<file path="src/rtl/rr_bus_arbiter.sv">
// rr_bus_arbiter: round-robin owner selection for one shared mux-selected datapath.
// Each tenure lasts at most MAX_HOLD cycles. One dead cycle separates tenures so the
// mux tree settles before a new owner drives it.
//
// Ports:
//   clk    - clock; all state changes on the rising edge
//   reset  - synchronous, active-high reset
//   req    - request vector, bit i high while requester i wants the resource
//   gnt    - registered one-hot grant (all-zero when nobody owns the resource)
//   sel    - registered mux select: index of the current or most recent owner
//   valid  - registered, high whenever a gnt bit is high
//   expire - registered one-cycle pulse in the dead cycle after a MAX_HOLD cut-off
module rr_bus_arbiter #(
    parameter int unsigned N_REQ    = 4,
    parameter int unsigned SEL_W    = $clog2(N_REQ),
    parameter int unsigned MAX_HOLD = 8
) (
    input  logic             clk,
    input  logic             reset,
    input  logic [N_REQ-1:0] req,
    output logic [N_REQ-1:0] gnt,
    output logic [SEL_W-1:0] sel,
    output logic             valid,
    output logic             expire
);

    // One extra bit so that ptr + offset can exceed N_REQ-1 before wrapping.
    localparam int unsigned IDX_W = SEL_W + 1;
    localparam int unsigned CNT_W = 8;
    localparam logic [CNT_W-1:0] HOLD_LIMIT = CNT_W'(MAX_HOLD);
    localparam logic [SEL_W-1:0] LAST_IDX   = SEL_W'(N_REQ - 1);
    localparam logic [IDX_W-1:0] N_IDX      = IDX_W'(N_REQ);

    typedef enum logic [1:0] {
        IDLE    = 2'd0,
        GRANT   = 2'd1,
        RELEASE = 2'd2
    } state_t;

    state_t             state_q, state_d;
    logic [SEL_W-1:0]   ptr_q, ptr_d;
    logic [SEL_W-1:0]   owner_q, owner_d;
    logic [CNT_W-1:0]   hold_q, hold_d;
    logic [N_REQ-1:0]   gnt_q, gnt_d;
    logic [SEL_W-1:0]   sel_q, sel_d;
    logic               valid_q, valid_d;
    logic               expire_q, expire_d;

    logic               win_found;
    logic [SEL_W-1:0]   win_idx;
    logic [IDX_W-1:0]   cand;
    logic [SEL_W-1:0]   ptr_after_owner;

    // Rotating priority search starting at ptr; explicit wrap keeps it correct
    // for non-power-of-2 N_REQ.
    always_comb begin
        win_found = 1'b0;
        win_idx   = '0;
        cand      = '0;
        for (int unsigned k = 0; k < N_REQ; k++) begin
            cand = {1'b0, ptr_q} + IDX_W'(k);
            if (cand >= N_IDX) begin
                cand = cand - N_IDX;
            end
            if (!win_found && req[cand[SEL_W-1:0]]) begin
                win_found = 1'b1;
                win_idx   = cand[SEL_W-1:0];
            end
        end
    end

    // Priority moves to the requester just after the outgoing owner.
    always_comb begin
        if (owner_q == LAST_IDX) begin
            ptr_after_owner = '0;
        end else begin
            ptr_after_owner = owner_q + SEL_W'(1);
        end
    end

    // Next-state and next-output logic.
    always_comb begin
        state_d  = state_q;
        ptr_d    = ptr_q;
        owner_d  = owner_q;
        hold_d   = hold_q;
        gnt_d    = gnt_q;
        sel_d    = sel_q;
        valid_d  = valid_q;
        expire_d = expire_q;

        case (state_q)
            IDLE, RELEASE: begin
                gnt_d    = '0;
                valid_d  = 1'b0;
                expire_d = 1'b0;
                if (win_found) begin
                    state_d = GRANT;
                    gnt_d   = N_REQ'(1) << win_idx;
                    sel_d   = win_idx;
                    owner_d = win_idx;
                    valid_d = 1'b1;
                    hold_d  = CNT_W'(1);
                end else begin
                    state_d = IDLE;
                end
            end

            GRANT: begin
                expire_d = 1'b0;
                if (!req[owner_q]) begin
                    // Voluntary release wins over a coincident hold limit.
                    state_d = RELEASE;
                    gnt_d   = '0;
                    valid_d = 1'b0;
                    ptr_d   = ptr_after_owner;
                end else if (hold_q == HOLD_LIMIT) begin
                    state_d  = RELEASE;
                    gnt_d    = '0;
                    valid_d  = 1'b0;
                    ptr_d    = ptr_after_owner;
                    expire_d = 1'b1;
                end else begin
                    hold_d = hold_q + CNT_W'(1);
                end
            end

            default: begin
                state_d  = IDLE;
                gnt_d    = '0;
                valid_d  = 1'b0;
                expire_d = 1'b0;
            end
        endcase
    end

    // State and output registers.
    always_ff @(posedge clk) begin
        if (reset) begin
            state_q  <= IDLE;
            ptr_q    <= '0;
            owner_q  <= '0;
            hold_q   <= '0;
            gnt_q    <= '0;
            sel_q    <= '0;
            valid_q  <= 1'b0;
            expire_q <= 1'b0;
        end else begin
            state_q  <= state_d;
            ptr_q    <= ptr_d;
            owner_q  <= owner_d;
            hold_q   <= hold_d;
            gnt_q    <= gnt_d;
            sel_q    <= sel_d;
            valid_q  <= valid_d;
            expire_q <= expire_d;
        end
    end

    assign gnt    = gnt_q;
    assign sel    = sel_q;
    assign valid  = valid_q;
    assign expire = expire_q;

endmodule

</file>
<file path="config.mk">
export PLATFORM = sky130hd
export DESIGN_NAME = rr_bus_arbiter
export DESIGN_NICKNAME = d
export VERILOG_FILES = /design/src/rtl/rr_bus_arbiter.sv
export SDC_FILE = /design/constraint.sdc
export NUM_CORES = 1
export LEC_CHECK = 0
export CAP_MARGIN = 0
export CORE_ASPECT_RATIO = 1.5
export CORE_MARGIN = 8
export CORE_UTILIZATION = 50
export CTS_CLUSTER_SIZE = 25
export DETAILED_ROUTE_END_ITERATION = 12
export GPL_TIMING_DRIVEN = 0
export PLACE_DENSITY_LB_ADDON = 0.08
export SETUP_SLACK_MARGIN = 0.4
export SLEW_MARGIN = 0
export SYNTH_ARGS = -nofsm -noshare
export SYNTH_HDL_FRONTEND = slang
export SYNTH_SLANG_ARGS = --single-unit
</file>
<file path="constraint.sdc">
create_clock -name clk -period 3.55 [get_ports clk]
set_clock_uncertainty 0.15 [all_clocks]
set_input_delay 0.71 -clock clk [delete_from_list [all_inputs] [get_ports clk]]
set_output_delay 0.71 -clock clk [all_outputs]
set_load 0.1 [all_outputs]
</file>
==> out/qor.txt <==
Outcome: finished clean
Hold path cells: 2
Slew margin rel.: 0.344
Postcts setup bufs: 0
Max-cap viol count: 0
Reg2reg start: hold_q[0]$_SDFFE_PP0P_
Worst R2R End: hold_q[2]$_SDFFE_PP0P_
Share of cells above drive strength 1: 0.102
Register area share after synthesis: 0.402
Initial DRC count: 11
WP data arrival: 1910 ps
Total gr overflow: 0
Synth async-reset ratio: 0
Largest area contributor in the netlist: dfxtp_1
Clock root cell: clkbuf_4
Die width: 52.4 um
# diodes: 0
Worst Path Buf+Inv: 1
Count of final hold-check violations: 0
Worst-path cell chain: clkdlybuf4s50_1
DR WL/cell: 14.0 um
Top cells by area, synth: dfxtp_1, nor2_1, xor2_1
CTS tree: built
Reg clk slew, reported paths: 100 ps
Hold Worst Slack: 361 ps
Post-cts resize count: 0
Count leader, synth: dfxtp_1
Pre-Repair DR Iteration Count: 4
Area share of the largest cell type after synthesis: 0.402
Syn Area/Cell: 9.05 um2
Post-CTS Hold Buffers: 0
Yosys cell types: 39
Power per cell area: 431 mW/mm2
Setup crit end kind: output pin
Synth-to-layout area growth: 19.5%
Actual slew at the worst max-slew pin: 981 ps
Setup TNS Final: 0 ps
Final Cycle Share: 0.779
Largest net degree at the start of global routing: 12
Synthesized area: 996 um2
Clock Tree Buf Depth: 2
Number of flops mapped to enable cells by yosys: 0
Final Setup Violations: 0
Post-synth top cells: dfxtp_1, nor2_1, nand2_1
Area of the core: 0.00195 mm2
First-pass GRT wire length: 3690 um
Critical Path Start Type: flop
Vias: 833
ANT nets after route: 0
Post-route DRC: 0
Layout Nets: 137
Clock latency on the worst-skew pair: 310 ps
DP Wirelength: 1620 um
IR drop worst, VDD: 0.294 mV
Hold/Removal Path Class: flop to flop
Main synth FF type: dfxtp_1
Worst Reg-to-Reg Cells: 8
Vias per cell: 5.59
Setup CP Type: flop to output pin
Initial antenna violation count: 0
CTS sink count: 20
RSZ-0062 raised after global routing: false
Total CTS buffers: 3
Slowest stage delay, CP: 1170 ps
Yosys reg bits: 20
H-tree depth: 1
Placer Congestion: 0.796
Std cell rows: 20
Global-route usage over all layers: 0.124
Drt total wl: 2090 um
Ports: 14
Critical Path RT: 2690 ps
Worst R2R Setup Slack: 1420 ps
Number of port buffers: 13
Initial Utilization: 0.510
Hold Path Sink: sel[1]$_SDFFE_PP0P_
Hold_sp: sel[1]$_SDFFE_PP0P_
Critical path's slowest cell: clkdlybuf4s50_1
Final Max Slew Viols: 0
Fin crit period: 2770 ps
Syn Inst Count: 110
Max Freq: 361 MHz
YS warnings: 0
CP top delay family: buffers and inverters
Filler cells: 191
Post-Syn Nets: 119
Die area: 0.00371 mm2
Lkg Pwr: 0.455 nW
Vias in the first global route: 841
Crit Path Max Fanout: 5
Die height: 70.7 um
[power breakdown]
group	internal [mW]	switching [mW]	total (mW)
combinational	0.0449	0.0878	0.133
clock	0.0626	0.0708	0.133
sequential	0.236	0.0108	0.247
[worst max path at each step]
| stage | start | end | slack [ps] | depth (start not counted) |
|---|---|---|---|---|
| floorplan | sel[0]$_SDFFE_PP0P_ | hold_q[2]$_SDFFE_PP0P_ | 1030 | 6 |
| global placement | req[3] | hold_q[2]$_SDFFE_PP0P_ | 890 | 7 |
| detailed placement | req[3] | ptr_q[0]$_SDFFE_PP0P_ | 870 | 6 |
| CTS | sel[0]$_SDFFE_PP0P_ | sel[0] | 770 | 1 |
| global route | sel[0]$_SDFFE_PP0P_ | sel[0] | 680 | 1 |
| finish | sel[0]$_SDFFE_PP0P_ | sel[0] | 780 | 1 |
[through the flow]
| stage | utilization | setup slack [ps] | cells | cell area [um2] | total power [mW] |
|---|---|---|---|---|---|
| 2_1_floorplan | - | 1030 | 110 | 996 | 0.350 |
| 5_1_grt | 0.610 | 683 | 149 | 1190 | 0.537 |
| 6_report | 0.610 | 783 | 149 | 1190 | 0.513 |
| 3_5_place_dp | 0.591 | 872 | 145 | 1150 | 0.385 |
| 4_1_cts | 0.610 | 770 | 149 | 1190 | 0.515 |
| 3_3_place_gp | 0.591 | 893 | 145 | 1150 | 0.384 |
[cells in the final DEF (no fill, tap or decap), types with 3 or more instances in the layout]
master           instances
nor2_1                  19
clkdlybuf4s50_1         13
ha_1                     3
a22oi_1                  4
a21oi_1                  6
clkbuf_4                 4
xor2_1                   6
nand2_1                  8
o211ai_1                 3
nor2b_1                  4
dfxtp_1                 20
inv_1                    3
[flip-flops by register name, summed over array words and instances, names as in the netlist]
signal	cells
sel	2
ptr_q	2
gnt	4
valid	1
state_q	2
hold_q	8
expire	1
[logic make-up after synthesis]
kind of cell / share of synthesized area
compound gates: 0.201
xor+xnor: 0.0528
fa+ha+maj: 0.0377
buf+inv: 0.0452
flops: 0.402
mux: 0.0327
simple gates: 0.229
[final cells by class]
class,instances,area [um2],share of cell area
Buffer,4,33.8,0.0284
Clock buffer,4,36.3,0.0305
Inverter,3,11.3,0.00946
Multi-Input combinational cell,83,551,0.463
Sequential cell,20,400,0.336
Tap cell,22,27.5,0.0231
Timing Repair Buffer,13,130,0.109
[metal layers]
| layer | wire, um | part of all wire | track usage | vias up |
|---|---|---|---|---|
| met4 | 46 | 0.022 | 0.0665 | 0 |
| met3 | 44 | 0.021 | 0.0252 | 5 |
| met1 | 946 | 0.45 | 0.139 | 391 |
| li1 | - | - | - | 427 |
| met2 | 1050 | 0.50 | 0.208 | 10 |
| met5 | 0 | 0 | 0 | - |
No activity file was read; power rests on OpenSTA's default activity.
